[config.mk]
export PLATFORM = sky130hd
export DESIGN_NAME = score_bin2bcd_seq
export DESIGN_NICKNAME = d
export VERILOG_FILES = /design/src/rtl/score_bin2bcd_seq.sv
export SDC_FILE = /design/constraint.sdc
export NUM_CORES = 1
export LEC_CHECK = 0
export ABC_AREA = 1
export ABC_CLOCK_PERIOD_IN_PS = 4900
export CORE_ASPECT_RATIO = 0.6
export CORE_UTILIZATION = 55
export CTS_BUF_LIST = sky130_fd_sc_hd__clkbuf_8 sky130_fd_sc_hd__clkbuf_16
export DETAILED_ROUTE_END_ITERATION = 10
export PLACE_DENSITY = 0.77
export REMOVE_ABC_BUFFERS = 1
export SYNTH_ARGS = -nofsm -noshare
export SYNTH_HDL_FRONTEND = slang
export SYNTH_SLANG_ARGS = --single-unit
[constraint.sdc]
create_clock -name clk -period 4.9 [get_ports clk]
set_input_delay 0.98 -clock clk [delete_from_list [all_inputs] [get_ports clk]]
set_output_delay 0.98 -clock clk [all_outputs]
set_load 0.005 [all_outputs]
[src/rtl/score_bin2bcd_seq.sv]
// score_bin2bcd_seq
//   Multi-cycle double-dabble converter from the binary score to four BCD
//   digits. The result digits are held stable between conversions, so the
//   digit renderer never sees intermediate shift values.
//
//   Ports:
//     clk, reset        clock; asynchronous active-high reset
//     start, in         conversion request; in is sampled on the accepting edge
//     ready             idle and able to accept start (combinational)
//     busy              conversion in progress (registered)
//     done              one-cycle pulse; new digits valid in the same cycle
//     bcd3..bcd0        result digits, bcd3 = thousands
//     overflow          accepted input exceeded MAX_VALUE and was clamped
//
//   Build option:
//     SCORE_BCD_PENDING_START_EN - a start seen while busy is held in a
//     one-deep pending slot (newest wins) and launched straight from DONE.
module score_bin2bcd_seq #(
   parameter int BIN_WIDTH = 14,
   parameter int DIGITS    = 4,
   parameter int MAX_VALUE = 9999
) (
   input  logic                 clk,
   input  logic                 reset,
   input  logic                 start,
   input  logic [BIN_WIDTH-1:0] in,
   output logic                 ready,
   output logic                 busy,
   output logic                 done,
   output logic [3:0]           bcd3,
   output logic [3:0]           bcd2,
   output logic [3:0]           bcd1,
   output logic [3:0]           bcd0,
   output logic                 overflow
);

   localparam int BCD_W = DIGITS * 4;
   localparam int SR_W  = BCD_W + BIN_WIDTH;
   localparam int CNT_W = $clog2(BIN_WIDTH + 1);

   localparam logic [BIN_WIDTH-1:0] MAX_V    = BIN_WIDTH'(MAX_VALUE);
   localparam logic [CNT_W-1:0]     CNT_LOAD = CNT_W'(BIN_WIDTH);
   localparam logic [CNT_W-1:0]     CNT_ONE  = CNT_W'(1);

   localparam logic [1:0] ST_IDLE = 2'd0;
   localparam logic [1:0] ST_CONV = 2'd1;
   localparam logic [1:0] ST_DONE = 2'd2;

   logic [1:0]           state_q, state_d;
   logic [SR_W-1:0]      sr_q, sr_d, sr_adj;
   logic [CNT_W-1:0]     cnt_q, cnt_d;
   logic                 busy_q, busy_d;
   logic                 done_q, done_d;
   logic                 ovf_q, ovf_d;
   logic [BCD_W-1:0]     bcd_q, bcd_d;

   logic                 in_ovf;
   logic [BIN_WIDTH-1:0] in_val;
   logic                 load;
   logic [BIN_WIDTH-1:0] load_val;
   logic                 load_ovf;

`ifdef SCORE_BCD_PENDING_START_EN
   logic                 pend_q, pend_d;
   logic [BIN_WIDTH-1:0] pend_val_q, pend_val_d;
   logic                 pend_ovf_q, pend_ovf_d;
`endif

   assign in_ovf = (in > MAX_V);
   assign in_val = in_ovf ? MAX_V : in;

   // Double-dabble adjust: each BCD field >= 5 gets +3 independently.
   always_comb begin
      sr_adj = sr_q;
      for (int unsigned i = 0; i < DIGITS; i++) begin
         if (sr_q[BIN_WIDTH + 4*i +: 4] >= 4'd5)
            sr_adj[BIN_WIDTH + 4*i +: 4] = sr_q[BIN_WIDTH + 4*i +: 4] + 4'd3;
      end
   end

   always_comb begin
      state_d  = state_q;
      sr_d     = sr_q;
      cnt_d    = cnt_q;
      busy_d   = busy_q;
      done_d   = 1'b0;
      ovf_d    = ovf_q;
      bcd_d    = bcd_q;
      load     = 1'b0;
      load_val = in_val;
      load_ovf = in_ovf;
`ifdef SCORE_BCD_PENDING_START_EN
      pend_d     = pend_q;
      pend_val_d = pend_val_q;
      pend_ovf_d = pend_ovf_q;
`endif

      case (state_q)
         ST_IDLE: begin
            load = start;
         end
         ST_CONV: begin
            sr_d  = {sr_adj[SR_W-2:0], 1'b0};
            cnt_d = cnt_q - CNT_ONE;
            if (cnt_q == CNT_ONE)
               state_d = ST_DONE;
`ifdef SCORE_BCD_PENDING_START_EN
            if (start) begin
               pend_d     = 1'b1;
               pend_val_d = in_val;
               pend_ovf_d = in_ovf;
            end
`endif
         end
         ST_DONE: begin
            bcd_d   = sr_q[SR_W-1 -: BCD_W];
            done_d  = 1'b1;
            busy_d  = 1'b0;
            state_d = ST_IDLE;
`ifdef SCORE_BCD_PENDING_START_EN
            // A start on this very edge is newer than anything pending.
            load     = start | pend_q;
            load_val = start ? in_val : pend_val_q;
            load_ovf = start ? in_ovf : pend_ovf_q;
            pend_d   = 1'b0;
`endif
         end
         default: begin
            state_d = ST_IDLE;
            busy_d  = 1'b0;
         end
      endcase

      if (load) begin
         sr_d    = {{BCD_W{1'b0}}, load_val};
         cnt_d   = CNT_LOAD;
         state_d = ST_CONV;
         busy_d  = 1'b1;
         ovf_d   = load_ovf;
      end
   end

   always_ff @(posedge clk or posedge reset) begin
      if (reset) begin
         state_q <= ST_IDLE;
         sr_q    <= '0;
         cnt_q   <= '0;
         busy_q  <= 1'b0;
         done_q  <= 1'b0;
         ovf_q   <= 1'b0;
         bcd_q   <= '0;
      end else begin
         state_q <= state_d;
         sr_q    <= sr_d;
         cnt_q   <= cnt_d;
         busy_q  <= busy_d;
         done_q  <= done_d;
         ovf_q   <= ovf_d;
         bcd_q   <= bcd_d;
      end
   end

`ifdef SCORE_BCD_PENDING_START_EN
   always_ff @(posedge clk or posedge reset) begin
      if (reset) begin
         pend_q     <= 1'b0;
         pend_val_q <= '0;
         pend_ovf_q <= 1'b0;
      end else begin
         pend_q     <= pend_d;
         pend_val_q <= pend_val_d;
         pend_ovf_q <= pend_ovf_d;
      end
   end
`endif

   assign ready    = (state_q == ST_IDLE);
   assign busy     = busy_q;
   assign done     = done_q;
   assign overflow = ovf_q;
   assign bcd3     = bcd_q[15:12];
   assign bcd2     = bcd_q[11:8];
   assign bcd1     = bcd_q[7:4];
   assign bcd0     = bcd_q[3:0];

endmodule

==> key figures <==
GRT
  – Initial antenna violation count: 0
  – First-pass GRT wire length: 9090 µm
  – Largest net degree at the start of global routing: 42
  – GRT Total Usage: 22.2%
  – Grt ovf: 0
  – Vias in the first global route: 2095

Drt
  – First-pass detailed-route iteration total: 4
  – First DRT Iteration DRCs: 137
  – Avg WL per Cell: 13.0 µm
  – Residual DRC: 0
  – Final wirelength: 5330 µm
  – Antenna viol nets, final: 0
  – Via-to-Cell Ratio: 5.14
  – Vias: 2106

Critical path
  – Arr. time, crit path: 1.43 ns
  – Req. time, crit path: 3.92 ns
  – Crit-path max FO: 3
  – Crit end category: output pin
  – Levels on crit path: 2
  – CP Cell Sequence: nor2_4, clkdlybuf4s50_1
  – Worst path buffer plus inverter count: 1
  – Worst Reg-to-Reg Cells: 6
  – CP top delay family: buffers and inverters
  – CP Launch Type: register
  – CP Class: register to output pin
  – CP peak stage delay: 0.51 ns
  – Worst path slowest cell: clkdlybuf4s50_1

Place
  – IO Port Bufs: 36
  – Placer Congestion: 0.849
  – Hpwl dp: 3630 µm
  – Post-place setup slack: 2.40 ns

Clock network
  – Number of buffers created by CTS: 5
  – Clock Pin Slew Worst Setup and Hold Paths: 0.10 ns
  – Skew-Pair Late Insertion Delay: 0.31 ns
  – Post-CTS Resized: 0
  – Clock sinks: 55
  – Post-CTS setup buffers: 0
  – CTS Root Buffer Type: clkbuf_8
  – Clock Tree Buf Depth: 2
  – H-tree depth: 2
  – CTS tree: done
  – Cts hold-fix bufs: 0

STA
  – Period utilisation layout: 49.1%
  – Clk_skew: 0.00713 ns
  – Post-layout minimum cycle time: 2.41 ns
  – Setup TNS Final: 0 ns
  – Final Max Slew Viols: 0
  – Final Hold Fails: 0
  – RSZ-0062 raised after global routing: false
  – Setup slack after layout: 2.49 ns
  – Fmax: 416 MHz
  – Worst-margin pin slew: 0.777 ns
  – Max-slew headroom: 48.1%
  – Final setup viols: 0

Logic synthesis
  – Syn Area/Cell: 8.82 µm²
  – Sequential fraction of the synthesis area: 50.0%
  – XOR/XNOR Fraction of Synth Area: 0.318%
  – Adder-Cell Fraction of Synth Area: 4.55%
  – Mux share of post-synthesis cell area: 0%
  – Cell count after synthesis: 312
  – Synth Area in Simple Gates: 20.0%
  – Largest family of logic cells by synthesized area: simple AND/OR/NAND/NOR gates
  – Syn Std Cell Area: 0.00275 mm²
  – Yosys cell types: 33
  – Yosys warns: 0
  – #FFs+latches synth: 55
  – Area fraction in compound gates after synthesis: 15.2%

Pwr
  – Leak pwr: 1.59 nW
  – Power Density: 634 mW/mm²
  – Max VDD drop: 328 µV

Hold path
  – Hold Path Depth: 2
  – Worst Hold Class: register to register

Finish
  – Layout cells sized above 1: 10.1%
  – Most frequent cells in the layout: 74 x nand2_1, 55 x dfrtp_1, 42 x inv_1
  – Net count reported at finish: 373
  – Fill cell count: 359
  – Most common cell after layout, fill and taps aside: nand2_1
  – Area growth syn-to-layout: 16.8%
  – N_diodes: 0

Floorplan
  – Die Span Y: 56.8 µm
  – Area of the core region: 0.00468 mm²
  – Die area: 0.00530 mm²
  – Row count: 19
  – Initial Utilization: 58.8%
  – Die X: 93.3 µm
  – I/O Pins: 37

Job
  – Max Cap Violations: 0

Status
  – Status: finished clean
## cell usage after synthesis
library cell,number,area [µm²]
nand2_1,74,278
dfrtp_1,55,1380
inv_1,43,161
o21ai_0,39,195
nor2_1,17,63.8
nand3_1,15,75.1
ha_1,10,125
a21oi_1,7,35.0
a21oi_2,6,52.6
nand2_4,4,45.0
nand4_1,4,25.0
o21ai_2,4,35.0
o22ai_1,4,25.0
buf_2,3,15.0
buf_6,3,33.8
or2_2,3,18.8
buf_12,2,40.0
nor2_4,2,22.5
o221ai_1,2,17.5
o2bb2ai_1,2,17.5
a22oi_1,1,7.51
a22oi_2,1,12.5
buf_4,1,7.51
clkbuf_2,1,5.00
inv_2,1,3.75
inv_4,1,6.26
nand2_2,1,6.26
nor2_2,1,6.26
nor3_1,1,5.00
o21ai_1,1,5.00
o221ai_2,1,15.0
or2_0,1,6.26
xor2_1,1,8.76
## power breakdown
group	switching [mW]	internal, mW	leakage, nW
clock network	0.147	0.166	0.0612
registers	0.115	0.663	0.665
logic	0.541	0.405	0.859
total	0.804	1.23	1.59
## metal layers
metal	part of all wire, %	up-vias	GRT usage, %
met4	0.94	0	7.47
li1	-	1067	-
met1	51	996	30.7
met5	0	-	0
met2	44	38	35.0
met3	3.6	5	4.88
## final cells by class
type	instances	area, µm²	share of cell area (%)
sequential	55	1380	42.8
tap	63	78.8	2.45
multi-input combinational	202	1100	34.3
clock inverter	2	35.0	1.09
clock buffer	6	82.6	2.57
inverter	45	171	5.33
timing repair buffer	37	368	11.4
## registers in the layout (all words and copies together), names as in the netlist
register	flops
sr_q	30
state_q	2
done	1
busy	1
bcd_q	16
cnt_q	4
overflow	1
## worst paths after layout
kind                                        startpoint               endpoint  slack, ns
worst max-delay path            state_q[0]$_DFFE_PP0P_                  ready       2.49
worst min-delay path              bcd_q[7]$_DFFE_PP0P_   bcd_q[7]$_DFFE_PP0P_       0.49
worst max register to register  state_q[1]$_DFFE_PP0P_   cnt_q[3]$_DFFE_PP0P_       3.21
worst min register to register    bcd_q[7]$_DFFE_PP0P_   bcd_q[7]$_DFFE_PP0P_       0.49
max in group asynchronous                        reset    sr_q[7]$_DFFE_PP0P_       3.17
min in group asynchronous                        reset  bcd_q[13]$_DFFE_PP0P_       0.92
## metrics by stage
step	hold slack (ns)	power (mW)	cell area (µm²)	std cells	util, %
CTS	0.495	2.05	3220	410	68.7
finish	0.489	2.04	3220	410	68.7
floorplan	0.451	1.41	2650	302	-
detailed placement	0.472	1.72	3100	402	66.2
global placement	0.464	1.68	3100	402	66.2
global route	0.511	2.21	3220	410	68.7
## cell families after synthesis
logic type / count (synthesis)
compound gates: 68
xor+xnor: 1
simple gates: 123
buf+inv: 55
fa+ha+maj: 10
flops: 55
## worst min-delay path, cell delays in order, from the launching register on
cell     delay (ns)
dfrtp_1        0.35
nand2_1        0.05
o21ai_0        0.05
Power figures use the tool's default switching activity.
